===== config.mk =====
export PLATFORM = sky130hd
export DESIGN_NAME = fifo_wptr_full
export DESIGN_NICKNAME = d
export VERILOG_FILES = /design/src/rtl/fifo_wptr_full.sv
export SDC_FILE = /design/constraint.sdc
export NUM_CORES = 1
export LEC_CHECK = 0
export CAP_MARGIN = 15
export CORE_UTILIZATION = 30
export DETAILED_ROUTE_END_ITERATION = 12
export GPL_TIMING_DRIVEN = 0
export PLACE_DENSITY_LB_ADDON = 0.25
export SYNTH_ARGS = -nofsm -noshare
export SYNTH_HDL_FRONTEND = slang
export SYNTH_SLANG_ARGS = --single-unit

===== constraint.sdc =====
create_clock -name clk -period 2.3 [get_ports clk]
set_input_delay 0.23 -clock clk [delete_from_list [all_inputs] [get_ports clk]]
set_output_delay 0.23 -clock clk [all_outputs]
set_load 0.01 [all_outputs]

===== src/rtl/fifo_wptr_full.sv =====
// Write-side pointer and full/almost-full flag generator for the asynchronous FIFO.
// Everything here runs in the write clock domain; wq2_rptr arrives pre-synchronized.
module fifo_wptr_full #(
    parameter int addr_width = 3,
    parameter int af_level   = 6
) (
    input  logic                  clk,
    input  logic                  rst,
    input  logic                  winc,
    input  logic [addr_width:0]   wq2_rptr,
    output logic                  w_en,
    output logic [addr_width-1:0] waddr,
    output logic [addr_width:0]   wptr,
    output logic                  wfull,
    output logic                  almost_full
);
    localparam int PW = addr_width + 1;
    // Full means the two MSBs differ and the rest match; for addr_width=1 both bits invert.
    localparam logic [addr_width:0] FULL_MASK = PW'(3) << (addr_width - 1);
    localparam logic [addr_width:0] AF_LEVEL  = PW'(af_level);

    logic [addr_width:0] wbin_q, wbin_d;
    logic [addr_width:0] wptr_q, wptr_d;
    logic                wfull_q, wfull_d;
    logic                af_q, af_d;
    logic [addr_width:0] rbin;
    logic [addr_width:0] level;

    assign w_en = winc & ~wfull_q;

    always_comb begin
        rbin = '0;
        rbin[addr_width] = wq2_rptr[addr_width];
        for (int unsigned i = 1; i <= addr_width; i++) begin
            rbin[addr_width - i] = rbin[addr_width - i + 1] ^ wq2_rptr[addr_width - i];
        end
    end

    always_comb begin
        wbin_d  = wbin_q + {{addr_width{1'b0}}, w_en};
        wptr_d  = (wbin_d >> 1) ^ wbin_d;
        level   = wbin_d - rbin;
        wfull_d = (wptr_d == (wq2_rptr ^ FULL_MASK));
        af_d    = (level >= AF_LEVEL);
    end

    always_ff @(posedge clk) begin
        if (rst) begin
            wbin_q  <= '0;
            wptr_q  <= '0;
            wfull_q <= 1'b0;
            af_q    <= 1'b0;
        end else begin
            wbin_q  <= wbin_d;
            wptr_q  <= wptr_d;
            wfull_q <= wfull_d;
            af_q    <= af_d;
        end
    end

    assign waddr       = wbin_q[addr_width-1:0];
    assign wptr        = wptr_q;
    assign wfull       = wfull_q;
    assign almost_full = af_q;
endmodule


-- Word level (Yosys, flattened, before mapping)
Cells that the tools add are included.
- register bits: 10
- input port bits: 7
- output and inout bits: 10
- add/sub/neg operators: 2
- $lt $le $gt $ge: 1
- equal/unequal tests: 1
- bitwise gates (word level): 7
- operators by type and width (operator ; count):
    $add 4x1->4 ; 1
    $eq 4x4->1 ; 1
    $ge 4x3->1 const B ; 1
    $sub 4x4->4 ; 1
    $xor 3x4->4 ; 1
    $xor 1x1->1 ; 3
    $not 2->2 ; 1
    $and 1x1->1 ; 1
    $not 1->1 ; 1

-- Longest topological paths before layout
- depth after elaboration: 5
- gate-level depth with buffers: 8

-- Worst setup path after synthesis
OpenSTA, ideal clock, no wires.
- path kind: register to register
- start point: register wfull_q (netlist: wfull)
- end point: register wfull_q (netlist: wfull)
- library setup time: 0.065 ns
- arrival time: 2.081 ns
- data required time: 2.235 ns
- setup slack: 0.154 ns
- cell stages (with the launch flop): 8
- period minus slack after synthesis: 2.146 ns
- cell sequence: dfxtp_1 > nor2b_1 > ha_1 > ha_1 > xnor3_1 > xnor2_1 > or4_1 > nor2_1
- longest elaborated chain between the ends: 5
- ends and longest elaborated chain (what ; line ; source):
    start: declaration ; 24 ; logic wfull_q, wfull_d;
    start signal: assignment ; 56 ; wfull_q <= wfull_d;
    $not 1->1 ; 29 ; assign w_en = winc & ~wfull_q;
    $and 1x1->1 ; 29 ;
    named net w_en ; 11 ; output logic w_en,
    $add 4x1->4 ; 40 ; wbin_d = wbin_q + {{addr_width{1'b0}}, w_en};
    $xor 3x4->4 ; 41 ; wptr_d = (wbin_d >> 1) ^ wbin_d;
    $eq 4x4->1 ; 43 ; wfull_d = (wptr_d == (wq2_rptr ^ FULL_MASK));
The timed path passes the listed nets, and every way through them passes these cells.
A chain may end at the register's enable or synchronous reset.

-- Worst setup path after layout
- start point: input winc
- end point: register wfull_q (netlist: wfull)
- longest elaborated chain between the ends: 4
- ends and longest elaborated chain (what ; line ; source):
    start: declaration ; 9 ; input logic winc,
    $and 1x1->1 ; 29 ;
    $add 4x1->4 ; 40 ;
    named net wbin_d[1] ; 22 ; logic [addr_width:0] wbin_q, wbin_d;
    $xor 3x4->4 ; 41 ;
    $eq 4x4->1 ; 43 ;
The timed path passes the listed nets, and every way through them passes these cells.

==> qor.txt <==
Die extent in y: 44.4 um
Final Hold Fails: 0
# Max-Cap Violations: 0
N_diodes: 0
IO Pins: 17
Fin crit share: 96.5%
First-pass GRT wire length: 1.55 mm
CTS tree: done
Initial antenna violation count: 0
Vias: 401
Post-route clock skew: 0.000545 ns
Clock transition at path regs: 0.06 ns
CP Max Fanout: 4
Max stage delay on crit path: 0.47 ns
Worst hold margin: 0.245 ns
Setup crit end kind: flip-flop
Clk_lat worst skew: 0.25 ns
Power Dens Cells: 618 nW/um^2
Worst-Margin Slew: 0.258 ns
Routed len/inst: 9.65 um
Largest net degree at the start of global routing: 10
Antenna Nets Post-Route: 0
Post-synth net total: 65
Leak: 0.316 nW
Crit-path leading delay family: simple AND/OR/NAND/NOR gates
Synth Warn #: 0
Synthesized area per cell: 10.3 sq um
Largest area contributor in the netlist: dfxtp_1
Drt drc: 0
1st-pass router iterations: 4
CTS Sinks: 9
Initial Utilization: 33.8%
Syn Inst Count: 52
Die area: 1970 sq um
Status: complete, no violations
Vias per cell: 4.18
Max-slew violations: 0
Root Buffer: clkbuf_4
Fraction of layout cells with a size suffix above 1: 16.7%
FMAX: 0.451 GHz
Critical path cell sequence: clkdlybuf4s50_1, nor2b_2, ha_2, ha_4, xnor3_1, xnor2_1, or4_1, nor2_1
Peak VDD IR: 239 uV
Busiest grt layer: met2
Crit path launch type: input port
Hold crit path type: input port to flip-flop
Cell Area, Synth: 538 sq um
Gr usage total: 11.5%
Rel. slew slack: 82.7%
Routed wire length: 926 um
Sequential area share after synthesis: 33.5%
Critical path class: input port to flip-flop
Port Buffer Count: 15
WP data required: 2.49 ns
Vias in the first global route: 375
Met2 GRT Util: 15.9%
Pre-CTS setup slack: -0.261 ns
TritonCTS Buffers: 3
Setup Viol. Count Final: 0
Seq cells post-synth: 9
Synth area leaders: dfxtp_1 (33%), xnor2_1 (16%), ha_1 (12%)
Grt met3 use: 1.22%
Crit-path slowest cell: or4_1
Worst setup margin: 0.0807 ns
Critical path buffer and inverter count: 1
Num rows: 14
Hold_buf cts: 0
Fillers: 151
Post-synth top area share: 33.5%
Die width: 44.4 um
Max Buffers Root-to-Sink: 2
RSZ-0062 raised after global routing: false
CORE AREA: 1590 sq um
Minimum clock period: 2.22 ns
Synth cell types: 18
Final nets: 86
Routing usage on met1: 14.6%
DP HPWL: 735 um
Global route overflow: 0
Placer Congestion: 0.734
Area Overhead vs Synth: 45.8%
Starting DRC count in detailed routing: 5
H-tree depth: 1
Critical Path AT: 2.41 ns
-- routing by layer --
metal / vias up / share of wire, %
li1: 206 / -
met1: 179 / 49
met2: 14 / 44
met3: 2 / 3.9
met4: 0 / 2.9
met5: - / 0
-- synthesized netlist by cell type, drive strengths merged --
cell and n:
a21boi 1, a21o 1, a31oi 1, and3 1
buf 1, dfxtp 9, fa 1, ha 5
inv 4, nand2b 1, nand3 1, nor2 6
nor2b 4, o21ai 1, or4 1, xnor2 10
xnor3 2, xor2 2
-- power by group --
part | total, mW | internal (mW) | switching, mW
Sequential | 0.180 | 0.172 | 0.00764
Combinational | 0.187 | 0.110 | 0.0767
Clock | 0.117 | 0.0666 | 0.0509
Total | 0.485 | 0.349 | 0.135
-- kinds of logic after synthesis --
| group | synth area share (%) |
|---|---|
| compound gates | 5.12 |
| xor+xnor | 27.9 |
| fa+ha+maj | 15.3 |
| buf+inv | 3.72 |
| flops | 33.5 |
| simple gates | 14.4 |
-- cells in the final DEF (no fill, tap or decap), types with 2 or more instances in the layout --
| cell | n |
|---|---|
| clkdlybuf4s50_1 | 15 |
| xnor2_1 | 9 |
| dfxtp_1 | 9 |
| nor2_1 | 6 |
| inv_1 | 4 |
| nor2b_1 | 3 |
| ha_1 | 3 |
| clkbuf_4 | 3 |
| xnor3_1 | 2 |
-- flip-flops by register name, indices dropped and copies added, names as in the netlist --
signal	count
almost_full	1
wbin_q	4
wfull	1
wptr	3
-- worst register-to-register path: stages (launching register included) --
cell	delay (ns)
dfxtp_1	0.34
nor2b_2	0.05
ha_2	0.20
ha_4	0.30
xnor3_1	0.43
xnor2_1	0.13
or4_1	0.47
nor2_1	0.10
-- what timing repair did --
action	4_1_cts	5_1_grt
resized for setup	0	5
endpoints found under the setup margin	0	2
buffers inserted	0	1
-- worst paths after layout --
check | slack, ns | endpoint | cells past startpoint | from
min | 0.25 | wbin_q[0] | 2 | rst
max reg2reg | 0.22 | wfull | 7 | wfull
min reg2reg | 0.58 | wbin_q[3] | 2 | wbin_q[3]
max | 0.08 | wfull | 8 | winc
-- metrics by stage --
step | std cells | utilization, % | power (mW) | setup TNS (ns) | cell area, sq um
after detailed placement | 91 | 45.1 | 0.353 | -0.391 | 718
after global routing | 96 | 49.2 | 0.527 | 0 | 785
final | 96 | 49.2 | 0.485 | 0 | 785
after global placement | 91 | 45.1 | 0.352 | -0.373 | 718
after floorplan | 52 | - | 0.292 | 0 | 538
after CTS | 95 | 46.7 | 0.475 | 0 | 744
-- layout make-up --
cell class	instances	area, sq um	area share, %
Timing Repair Buffer	16	158	20.1
Clock buffer	4	26.3	3.35
Sequential cell	9	180	23.0
Inverter	4	15.0	1.91
Multi-Input combinational cell	38	370	47.2
Buffer	1	5.00	0.638
Tap cell	24	30.0	3.83
(Power assumes the default switching activity.)
